### config.mk
export PLATFORM = sky130hd
export DESIGN_NAME = mem_port_arbiter
export DESIGN_NICKNAME = d
export VERILOG_FILES = /design/src/rtl/mem_port_arbiter_pkg.sv /design/src/rtl/mem_port_arbiter_starve_cnt.sv /design/src/rtl/mem_port_arbiter.sv
export SDC_FILE = /design/constraint.sdc
export NUM_CORES = 1
export LEC_CHECK = 0
export ABC_AREA = 1
export ABC_CLOCK_PERIOD_IN_PS = 1900
export CAP_MARGIN = 20
export CORE_AREA = 2 2 104 106
export DETAILED_ROUTE_END_ITERATION = 8
export DIE_AREA = 0 0 106 108
export GPL_TIMING_DRIVEN = 0
export PLACE_DENSITY = 0.67
export SLEW_MARGIN = 20
export SYNTH_ARGS = -nofsm -noshare
export SYNTH_HDL_FRONTEND = slang
export SYNTH_SLANG_ARGS = --single-unit
### constraint.sdc
create_clock -name clk -period 1.9 [get_ports clk]
set_input_delay 0.38 -clock clk [delete_from_list [all_inputs] [get_ports clk]]
set_output_delay 0.38 -clock clk [all_outputs]
set_load 0.1 [all_outputs]
### src/rtl/mem_port_arbiter_pkg.sv
// Shared encodings for the fetch/load-store memory port arbiter.
package mem_port_arbiter_pkg;

  localparam logic [1:0] ST_RUN    = 2'd0;
  localparam logic [1:0] ST_DRAIN  = 2'd1;
  localparam logic [1:0] ST_HALTED = 2'd2;

  localparam logic [1:0] OWN_NONE  = 2'd0;
  localparam logic [1:0] OWN_FETCH = 2'd1;
  localparam logic [1:0] OWN_LOAD  = 2'd2;

  // Memory strobes are active low.
  localparam logic MEM_ON  = 1'b0;
  localparam logic MEM_OFF = 1'b1;

  localparam int CNT_W = 4;

endpackage

### src/rtl/mem_port_arbiter_starve_cnt.sv
// Saturating count of consecutive denied fetch cycles; flags when fetch must win.
module mem_port_starve_cnt
  import mem_port_arbiter_pkg::*;
#(
  parameter int MAX_WAIT = 4
) (
  input  logic clk,
  input  logic rst_n,
  input  logic i_en,
  input  logic i_fetch_req,
  input  logic i_fetch_ack,
  output logic o_starved
);

  localparam logic [CNT_W-1:0] LP_MAX = CNT_W'(MAX_WAIT);

  logic [CNT_W-1:0] r_cnt;

  // Frozen while disabled so a paused core does not lose its accumulated wait.
  always_ff @(posedge clk or negedge rst_n) begin
    if (!rst_n) begin
      r_cnt <= '0;
    end else if (i_en) begin
      if (i_fetch_ack || !i_fetch_req) begin
        r_cnt <= '0;
      end else if (r_cnt < LP_MAX) begin
        r_cnt <= r_cnt + 1'b1;
      end
    end
  end

  assign o_starved = (r_cnt >= LP_MAX);

endmodule

### src/rtl/mem_port_arbiter.sv
// Shares one single-port memory between fetch and load/store; data-first with a
// fetch starvation guard, one-cycle read return, and a drain-to-idle halt sequence.
module mem_port_arbiter
  import mem_port_arbiter_pkg::*;
#(
  parameter int ADDR_W   = 32,
  parameter int DATA_W   = 32,
  parameter int MAX_WAIT = 4
) (
  input  logic              clk,
  input  logic              rst_n,
  input  logic              en,
  input  logic              halt_req,
  input  logic              i_req,
  input  logic [ADDR_W-1:0] i_addr,
  output logic              i_ack,
  output logic              i_rvalid,
  output logic [DATA_W-1:0] i_rdata,
  input  logic              d_req,
  input  logic              d_we,
  input  logic [ADDR_W-1:0] d_addr,
  input  logic [DATA_W-1:0] d_wdata,
  output logic              d_ack,
  output logic              d_rvalid,
  output logic [DATA_W-1:0] d_rdata,
  output logic [ADDR_W-1:0] mem_addr,
  output logic [DATA_W-1:0] mem_datain,
  output logic              mem_wen,
  output logic              mem_oen,
  input  logic [DATA_W-1:0] mem_dataout,
  output logic              idle
);

  logic [1:0] r_state;
  logic [1:0] w_state_nxt;
  logic [1:0] r_owner;
  logic [1:0] w_owner_nxt;
  logic       w_live;
  logic       w_fetch_ok;
  logic       w_data_ok;
  logic       w_starved;
  logic       w_gnt_i;
  logic       w_gnt_d;

  mem_port_starve_cnt #(
    .MAX_WAIT (MAX_WAIT)
  ) u_starve_cnt (
    .clk         (clk),
    .rst_n       (rst_n),
    .i_en        (en),
    .i_fetch_req (i_req),
    .i_fetch_ack (w_gnt_i),
    .o_starved   (w_starved)
  );

  // Grants are combinational, so reset gates them to keep the memory quiet
  // while rst_n is low.
  assign w_live     = rst_n & en;
  assign w_fetch_ok = w_live && (r_state == ST_RUN) && !halt_req;
  assign w_data_ok  = w_live && ((r_state == ST_RUN) || (r_state == ST_DRAIN));
  assign w_gnt_i    = w_fetch_ok && i_req && (!d_req || w_starved);
  assign w_gnt_d    = w_data_ok && d_req && !w_gnt_i;

  assign i_ack = w_gnt_i;
  assign d_ack = w_gnt_d;

  always_comb begin
    mem_addr    = '0;
    mem_datain  = '0;
    mem_wen     = MEM_OFF;
    mem_oen     = MEM_OFF;
    w_owner_nxt = OWN_NONE;
    if (w_gnt_i) begin
      mem_addr    = i_addr;
      mem_oen     = MEM_ON;
      w_owner_nxt = OWN_FETCH;
    end else if (w_gnt_d) begin
      mem_addr = d_addr;
      if (d_we) begin
        mem_datain = d_wdata;
        mem_wen    = MEM_ON;
      end else begin
        mem_oen     = MEM_ON;
        w_owner_nxt = OWN_LOAD;
      end
    end
  end

  // Leave DRAIN once nothing is requested and nothing will be returned next
  // cycle, so HALTED follows directly after the last rvalid.
  always_comb begin
    w_state_nxt = r_state;
    case (r_state)
      ST_RUN:    if (halt_req) w_state_nxt = ST_DRAIN;
      ST_DRAIN:  if (!d_req && (w_owner_nxt == OWN_NONE)) w_state_nxt = ST_HALTED;
      ST_HALTED: w_state_nxt = ST_HALTED;
      default:   w_state_nxt = ST_RUN;
    endcase
  end

  always_ff @(posedge clk or negedge rst_n) begin
    if (!rst_n) begin
      r_state <= ST_RUN;
      r_owner <= OWN_NONE;
    end else begin
      r_state <= w_state_nxt;
      r_owner <= w_owner_nxt;
    end
  end

  assign i_rvalid = (r_owner == OWN_FETCH);
  assign d_rvalid = (r_owner == OWN_LOAD);
  assign i_rdata  = i_rvalid ? mem_dataout : '0;
  assign d_rdata  = d_rvalid ? mem_dataout : '0;
  assign idle     = (r_state == ST_HALTED);

endmodule

==> impl_table.tex, run 1 <==
\begin{tabular}{lr}
\hline
Metric & Value \\
\hline
\multicolumn{2}{l}{\textbf{Timing}} \\
\quad Final clock skew & 0.00194 ns \\
\quad Setup WS post-layout & -0.424 ns \\
\quad Number of slew-limit violations in the final report & 0 \\
\quad Total setup violations reported at the end of the flow & 70 \\
\quad Setup repair after global routing missed its margin & true \\
\quad Transition time of the tightest slew-check pin & 0.550 ns \\
\quad Headroom to the max-slew limit & 63.5\% \\
\quad Worst Hold Slack & 0.0976 ns \\
\quad Period Utilization, post-route & 122\% \\
\quad Fin Setup TNS & -25.10 ns \\
\quad Number of hold violations in the final report & 0 \\
\quad FMAX & 430 MHz \\
\quad Time the worst path needs with I/O delays and setup & 2.32 ns \\
\multicolumn{2}{l}{\textbf{Critical path}} \\
\quad Number of buffer and inverter stages on the critical path & 4 \\
\quad Worst stage delay on the critical path & 0.39 ns \\
\quad Type of the worst setup path & reg2out \\
\quad Worst-path maximum fanout & 10 \\
\quad Crit end category & output port \\
\quad Family with the most delay on the worst path & buffers and inverters \\
\quad Most frequent cell on the critical path & buf\_12 \\
\quad Cell-by-cell listing of the critical path & inv\_2 -> ha\_4 -> nand2\_4 -> nor2\_4 -> nand3\_4 -> nand2\_8 -> inv\_12 -> buf\_12 -> a22o\_4 -> buf\_12 \\
\quad Cell with the largest stage delay on the worst path & dfrtp\_1 \\
\quad Crit path DAT & 1.94 ns \\
\quad Startpoint type of the worst setup path & flip-flop \\
\quad Critical Path RT & 1.52 ns \\
\multicolumn{2}{l}{\textbf{Die}} \\
\quad Number of top-level design ports & 270 \\
\quad Vertical die dimension & 108 um \\
\quad Area of the die & 0.0114 mm\^{}2 \\
\quad Starting density of the core & 14.5\% \\
\quad Floorplan core area & 0.0102 mm\^{}2 \\
\quad Chip width & 106 um \\
\quad Rows & 37 \\
\multicolumn{2}{l}{\textbf{Detailed routing}} \\
\quad Pre-antenna DRT Iters & 6 \\
\quad Detail Route Antenna Nets & 0 \\
\quad Avg Vias per Cell & 4.17 \\
\quad Via Count & 2939 \\
\quad DRC violations left & 0 \\
\quad Aggregate routed wire length & 10200 um \\
\quad Wirelength per Cell & 14.4 um \\
\quad Drt initial violations & 60 \\
\multicolumn{2}{l}{\textbf{Clocking}} \\
\quad CTS Hold Buffers Added & 0 \\
\quad Htree depth & 1 \\
\quad Reg clk slew, reported paths & 0.04 ns \\
\quad Maximum buffer depth of the clock tree & 2 \\
\quad Clock insertion delay at the later pin of the skew report & 0.22 ns \\
\quad Total clock buffers created by CTS & 3 \\
\quad TritonCTS clock tree & done \\
\quad CTS Root Buffer Type & clkbuf\_8 \\
\quad Total clock sinks & 8 \\
\multicolumn{2}{l}{\textbf{Logic synthesis}} \\
\quad Total nets after synthesis & 413 \\
\quad Number of synthesis warnings & 0 \\
\quad Number of cells produced by synthesis & 273 \\
\quad Synthesized cell area & 0.00148 mm\^{}2 \\
\quad Synth area leader & nor2\_1 \\
\quad Yosys reg bits & 8 \\
\quad Most numerous cell types in the synthesized netlist & nor2\_1, nand2\_1, inv\_1 \\
\quad Number of unique standard cell types used by synthesis & 23 \\
\quad Mean instance size in the synthesized netlist & 5.43 um\^{}2 \\
\quad Ys flop type & dfrtp\_1 \\
\quad Post-synth EDFFs & 0 \\
\quad Leading cell types by total area after synthesis & nor2\_1, a22o\_1, dfrtp\_1 \\
\quad Share of flip-flops with an asynchronous set or reset & 100\% \\
\quad Most frequent cell after synthesis & nor2\_1 \\
\quad Sequential cell area fraction in the yosys report & 13.5\% \\
\quad Synth top area share & 26.1\% \\
\multicolumn{2}{l}{\textbf{Cells and area}} \\
\quad Synth-to-Final Area Change & 333\% \\
\quad Antenna Diode Count & 0 \\
\quad Number of nets in the finished design & 710 \\
\quad Layout cells sized above 1 & 56.7\% \\
\quad Final instance count without filler cells & 704 \\
\multicolumn{2}{l}{\textbf{Place}} \\
\quad Number of cells in the design after placement & 677 \\
\quad HPWL reported at the end of detailed placement & 8250 um \\
\quad Placer Congestion & 0.797 \\
\quad Total of buffers placed on input and output ports & 268 \\
\multicolumn{2}{l}{\textbf{GRT}} \\
\quad First-pass GRT wire length & 15700 um \\
\quad Maximum number of pins on one net before global-route repair & 12 \\
\quad Overall track demand over capacity in global routing & 16.9\% \\
\quad Global route total overflow & 0 \\
\quad Number of antenna violations at the first check in global routing & 1 \\
\quad Via count of the first global-routing pass & 3108 \\
\multicolumn{2}{l}{\textbf{Power and ir drop}} \\
\quad Cell leakage power & 0.00280 uW \\
\quad Power per cell area & 483 mW/mm\^{}2 \\
\quad Max VDD drop & 304 uV \\
\multicolumn{2}{l}{\textbf{Status}} \\
\quad Failing checks & setup timing \\
\quad Run status & complete, but fails checks \\
\multicolumn{2}{l}{\textbf{Worst hold path}} \\
\quad Worst hold-check path type & in2async \\
\multicolumn{2}{l}{\textbf{Run}} \\
\quad Max-cap violations & 0 \\
\hline
\end{tabular}
-- layout make-up --
type,instances,area (um^2)
Timing Repair Buffer,292,3550
Buffer,19,277
Inverter,46,200
Multi-Input combinational cell,200,1970
Fill cell,833,3820
Clock buffer,3,41.3
Tap cell,136,170
Sequential cell,8,200
-- registers in the layout (all words and copies together) (netlist names) --
register	cells
u_starve_cnt.r_cnt	4
r_owner	2
r_state	2
-- what timing repair did --
item | 4_1_cts | 5_1_grt
gates resized for setup | 1050 | 22
buffers inserted | 14 | 9
pin swaps | 5 | 3
setup endpoints to repair | 135 | 101
cloned | 1 | 0
-- path summary, 6_finish.rpt --
check	start	to	slack, ns	depth (start not counted)
max in group asynchronous	rst_n	r_owner[1]	1.61	1
min	rst_n	u_starve_cnt.r_cnt[1]	0.1	1
max	r_state[1]	mem_addr[0]	-0.42	10
min reg2reg	u_starve_cnt.r_cnt[3]	u_starve_cnt.r_cnt[3]	0.55	2
min in group clk	u_starve_cnt.r_cnt[3]	u_starve_cnt.r_cnt[3]	0.55	2
max reg2reg	r_state[1]	r_state[0]	-0.32	17
-- per-stage QoR --
| stage | area (um^2) | power [uW] | setup slack (ns) | utilization [%] |
|---|---|---|---|---|
| after CTS | 6250 | 3070 | -0.435 | 61.1 |
| after detailed placement | 5440 | 2540 | -1.75 | 53.2 |
| after global placement | 5440 | 2500 | -1.72 | 53.2 |
| final | 6410 | 3100 | -0.424 | 62.7 |
| after floorplan | 2590 | 1900 | -0.306 | - |
| after global routing | 6410 | 3250 | -0.515 | 62.7 |
-- cells by family (layout without fill, tap and decap cells) --
family	Yosys count	in the layout	share of synthesized area [%]
and+or+nand+nor	157	157	41.8
buffers and inverters	65	360	18.8
AOI/OAI and AO/OA	37	37	21.1
DFF	8	8	13.5
adders and majority gates	5	5	4.22
xor gates and xnor gates	1	1	0.591
-- worst reg2reg max path: stages, from the launching register on --
cell,delay (ns)
dfrtp_1,0.39
inv_2,0.10
ha_1,0.16
inv_1,0.04
nand2_1,0.05
nand2_1,0.09
buf_4,0.15
buf_4,0.12
buf_4,0.12
buf_4,0.12
buf_4,0.12
buf_4,0.12
buf_4,0.12
o211ai_1,0.15
nand2_1,0.11
nand2_1,0.09
nand2_1,0.06
nand2_1,0.06
-- power breakdown --
group	switching (uW)	total, uW	internal [uW]
registers	39.1	260	221
logic	1590	2640	1050
clock network	61.3	198	137
total	1690	3100	1410
-- layer usage --
metal | up-vias | global-route usage, % | share of wire [%]
met1 | 1323 | 16.5 | 32
met4 | 2 | 3.67 | 1.3
li1 | 1433 | - | -
met2 | 169 | 34.6 | 56
met5 | - | 0 | 0.11
met3 | 12 | 5.36 | 10
-- cells in the final DEF, fill, tap and decap left out, drive strengths merged --
master	count
nand2	49
clkdlybuf4s50	129
nor2	104
clkbuf	10
a31oi	1
o21ai	1
dlygate4sd2	2
dlymetal6s2s	1
clkdlybuf4s15	2
a22o	32
inv	45
xor2	1
a21boi	1
clkinv	1
buf	170
nand3	4
o22ai	1
o211ai	1
dfrtp	8
ha	5
Power figures use the tool's default switching activity.
==> run 2: changes to the inputs <==
Settings changed: ABC_CLOCK_PERIOD_IN_PS 1900 to 3000, TNS_END_PERCENT set to 100.
Clock period 1.9 ns to 3 ns, I/O delays scaled along.
==> run 2 against run 1 <==
Against the previous run: the flow now finishes without violations; final cell count down 3.4%; die area unchanged; register-to-register slack better by 1.7 ns; first-iteration DRC count up 18%; clock power down 37%; via count down 5.8%; clock-buffer cell count unchanged; non-clock buffer count down 24; final area down 30%; critical endpoint is now d_rdata[0].
==> impl_table.tex, run 2 (synthesized netlist as in run 1, its figures left out) <==
\begin{tabular}{lr}
\hline
Metric & Value \\
\hline
\multicolumn{2}{l}{\textbf{Timing}} \\
\quad Total setup violations reported at the end of the flow & 0 (-100\%) \\
\quad Final clock skew & 0.00176 ns (-0.000181 ns) \\
\quad Setup repair after global routing missed its margin & false \\
\quad Headroom to the max-slew limit & 31.6\% (-32 points) \\
\quad Number of hold violations in the final report & 0 (unchanged) \\
\quad FMAX & 340 MHz \\
\quad Period Utilization, post-route & 98.1\% \\
\quad Transition time of the tightest slew-check pin & 1.03 ns (+0.481 ns) \\
\quad Setup WS post-layout & 0.0563 ns (+0.480 ns) \\
\quad Number of slew-limit violations in the final report & 0 (unchanged) \\
\quad Time the worst path needs with I/O delays and setup & 2.94 ns \\
\multicolumn{2}{l}{\textbf{GRT}} \\
\quad Number of antenna violations at the first check in global routing & 0 (-1) \\
\quad First-pass GRT wire length & 13900 um (-11\%) \\
\quad Overall track demand over capacity in global routing & 15.0\% (-1.9 points) \\
\quad Maximum number of pins on one net before global-route repair & 12 (unchanged) \\
\quad Global route total overflow & 0 (unchanged) \\
\quad Via count of the first global-routing pass & 2772 (-11\%) \\
\multicolumn{2}{l}{\textbf{Clocking}} \\
\quad Number of buffers inserted to repair setup after CTS & 0 (-14) \\
\quad Reg clk slew, reported paths & 0.04 ns (about the same) \\
\quad CTS Root Buffer Type & clkbuf\_8 \\
\quad Total clock sinks & 8 (unchanged) \\
\quad Maximum buffer depth of the clock tree & 2 (unchanged) \\
\quad Htree depth & 1 (unchanged) \\
\quad TritonCTS clock tree & done \\
\quad Clock insertion delay at the later pin of the skew report & 0.22 ns (about the same) \\
\quad Total clock buffers created by CTS & 3 (unchanged) \\
\multicolumn{2}{l}{\textbf{Status}} \\
\quad Run status & complete, no violations \\
\multicolumn{2}{l}{\textbf{Run}} \\
\quad Max-cap violations & 0 (unchanged) \\
\multicolumn{2}{l}{\textbf{Cells and area}} \\
\quad Number of fill cells & 1076 (+29\%) \\
\quad Largest registers & u\_starve\_cnt.r\_cnt (4), r\_owner (2), r\_state (2) \\
\quad Post-route cell area & 0.00448 mm\^{}2 (-30\%) \\
\quad Commonest non-fill, non-tap cell in the layout & clkdlybuf4s50\_1 \\
\quad Final instance count without filler cells & 680 (-3.4\%) \\
\quad Synth-to-Final Area Change & 202\% \\
\quad Reg with most FFs & u\_starve\_cnt.r\_cnt \\
\quad Flip-flop count of the largest register, all copies and words added & 4 (unchanged) \\
\quad Post-route core utilization & 43.8\% (-19 points) \\
\quad Layout cells sized above 1 & 28.9\% (-28 points) \\
\quad Number of nets in the finished design & 686 (-3.4\%) \\
\quad Antenna Diode Count & 0 (unchanged) \\
\quad Most frequent cells in the layout & clkdlybuf4s50\_1, nor2\_2, nand2\_1 \\
\multicolumn{2}{l}{\textbf{Detailed routing}} \\
\quad DRC violations left & 0 (unchanged) \\
\quad Via Count & 2770 (-5.8\%) \\
\quad Detail Route Antenna Nets & 0 (unchanged) \\
\quad Wirelength per Cell & 13.9 um (-3.6\%) \\
\quad Drt initial violations & 71 (+18\%) \\
\quad Aggregate routed wire length & 9470 um (-6.9\%) \\
\quad Avg Vias per Cell & 4.07 (-2.4\%) \\
\quad Pre-antenna DRT Iters & 4 (-2) \\
\multicolumn{2}{l}{\textbf{Critical path}} \\
\quad Crit path DAT & 2.34 ns (+0.40 ns) \\
\quad Type of the worst setup path & in2out \\
\quad Startpoint type of the worst setup path & input port \\
\quad Worst-path maximum fanout & 2 (-8) \\
\quad Critical Path RT & 2.40 ns (+0.88 ns) \\
\quad Crit end category & output port \\
\multicolumn{2}{l}{\textbf{Die}} \\
\quad Vertical die dimension & 108 um (unchanged) \\
\quad Floorplan core area & 0.0102 mm\^{}2 (unchanged) \\
\quad Chip width & 106 um (unchanged) \\
\quad Area of the die & 0.0114 mm\^{}2 (unchanged) \\
\quad Starting density of the core & 14.5\% (unchanged) \\
\quad Number of top-level design ports & 270 (unchanged) \\
\quad Rows & 37 (unchanged) \\
\multicolumn{2}{l}{\textbf{Power and ir drop}} \\
\quad Max VDD drop & 168 uV (-45\%) \\
\quad Cell leakage power & 0.00274 uW (-2.2\%) \\
\quad Power per cell area & 340 mW/mm\^{}2 (-30\%) \\
\quad Total power draw & 1520 uW (-51\%) \\
\multicolumn{2}{l}{\textbf{Place}} \\
\quad Post-placement worst setup slack & -1.26 ns (+0.485 ns) \\
\quad Number of cells in the design after placement & 677 (unchanged) \\
\quad HPWL reported at the end of detailed placement & 8430 um (+2.2\%) \\
\quad Placer Congestion & 0.780 (-2.2\%) \\
\quad Area after detailed placement & 0.00450 mm\^{}2 (-17\%) \\
\quad Total of buffers placed on input and output ports & 268 (unchanged) \\
\multicolumn{2}{l}{\textbf{Worst hold path}} \\
\quad Worst hold-check path type & in2async \\
\hline
\end{tabular}
==> run 2: cell types whose count changed in the layout (fill, tap and decap cells not counted), moves of 23 or more <==
| cell | change |
|---|---|
| a22o_1 | +23 |
| nor2_1 | +34 |
| buf_12 | -77 |
| nor2_2 | +47 |
| nor2_4 | -81 |
| buf_4 | -30 |
| dlygate4sd2_1 | +33 |
| a22o_4 | -32 |
| dlymetal6s2s_1 | +30 |
==> run 2: per-stage QoR <==
stage               hold WS [ns]  setup TNS, ns
floorplan                  0.304          -6.90
global placement           0.496         -63.69
detailed placement         0.498         -65.21
CTS                        0.412              0
global route               0.425              0
finish                     0.401              0
==> run 2: timing repair <==
action / in CTS / in global routing
setup endpoints to repair: 102 / 93
hold buffers: 0 / 0
gates resized for setup: 418 / 68
==> run 2: final cells by class <==
type | count | area (um^2) | area share [%]
Buffer | 19 | 114 | 2.54
Clock buffer | 3 | 41.3 | 0.922
Sequential cell | 8 | 200 | 4.47
Timing Repair Buffer | 268 | 2610 | 58.2
Inverter | 46 | 178 | 3.97
Tap cell | 136 | 170 | 3.80
Multi-Input combinational cell | 200 | 1170 | 26.1
==> run 2: worst paths after layout <==
kind                                       startpoint               endpoint  slack (ns)  cells after the start
max in group asynchronous                       rst_n             r_owner[0]        2.32                      1
worst min-delay path                            rst_n  u_starve_cnt.r_cnt[1]        0.40                      1
min in group clk                u_starve_cnt.r_cnt[2]  u_starve_cnt.r_cnt[2]        0.51                      2
worst max-delay path                   mem_dataout[0]             d_rdata[0]        0.06                      4
worst min register to register  u_starve_cnt.r_cnt[2]  u_starve_cnt.r_cnt[2]        0.51                      2
worst max register to register             r_state[0]  u_starve_cnt.r_cnt[1]        1.40                      7
==> run 2: power by group <==
part	switching, uW	internal (uW)	total (uW)
logic	857	377	1230
clock network	38.7	86.6	125
registers	23.0	140	163
==> run 2: worst max-delay path: stages <==
cell and delay [ns]:
clkdlybuf4s50_1 0.45, inv_1 0.06, nor2_2 0.10, clkdlybuf4s50_1 1.13
==> run 2: layer usage <==
layer / wire length (um) / vias to the layer above / track usage, %
li1: - / 1381 / -
met1: 3370 / 1196 / 16.0
met2: 5000 / 181 / 29.5
met3: 942 / 12 / 3.98
met4: 154 / 0 / 3.29
met5: 0 / - / 0
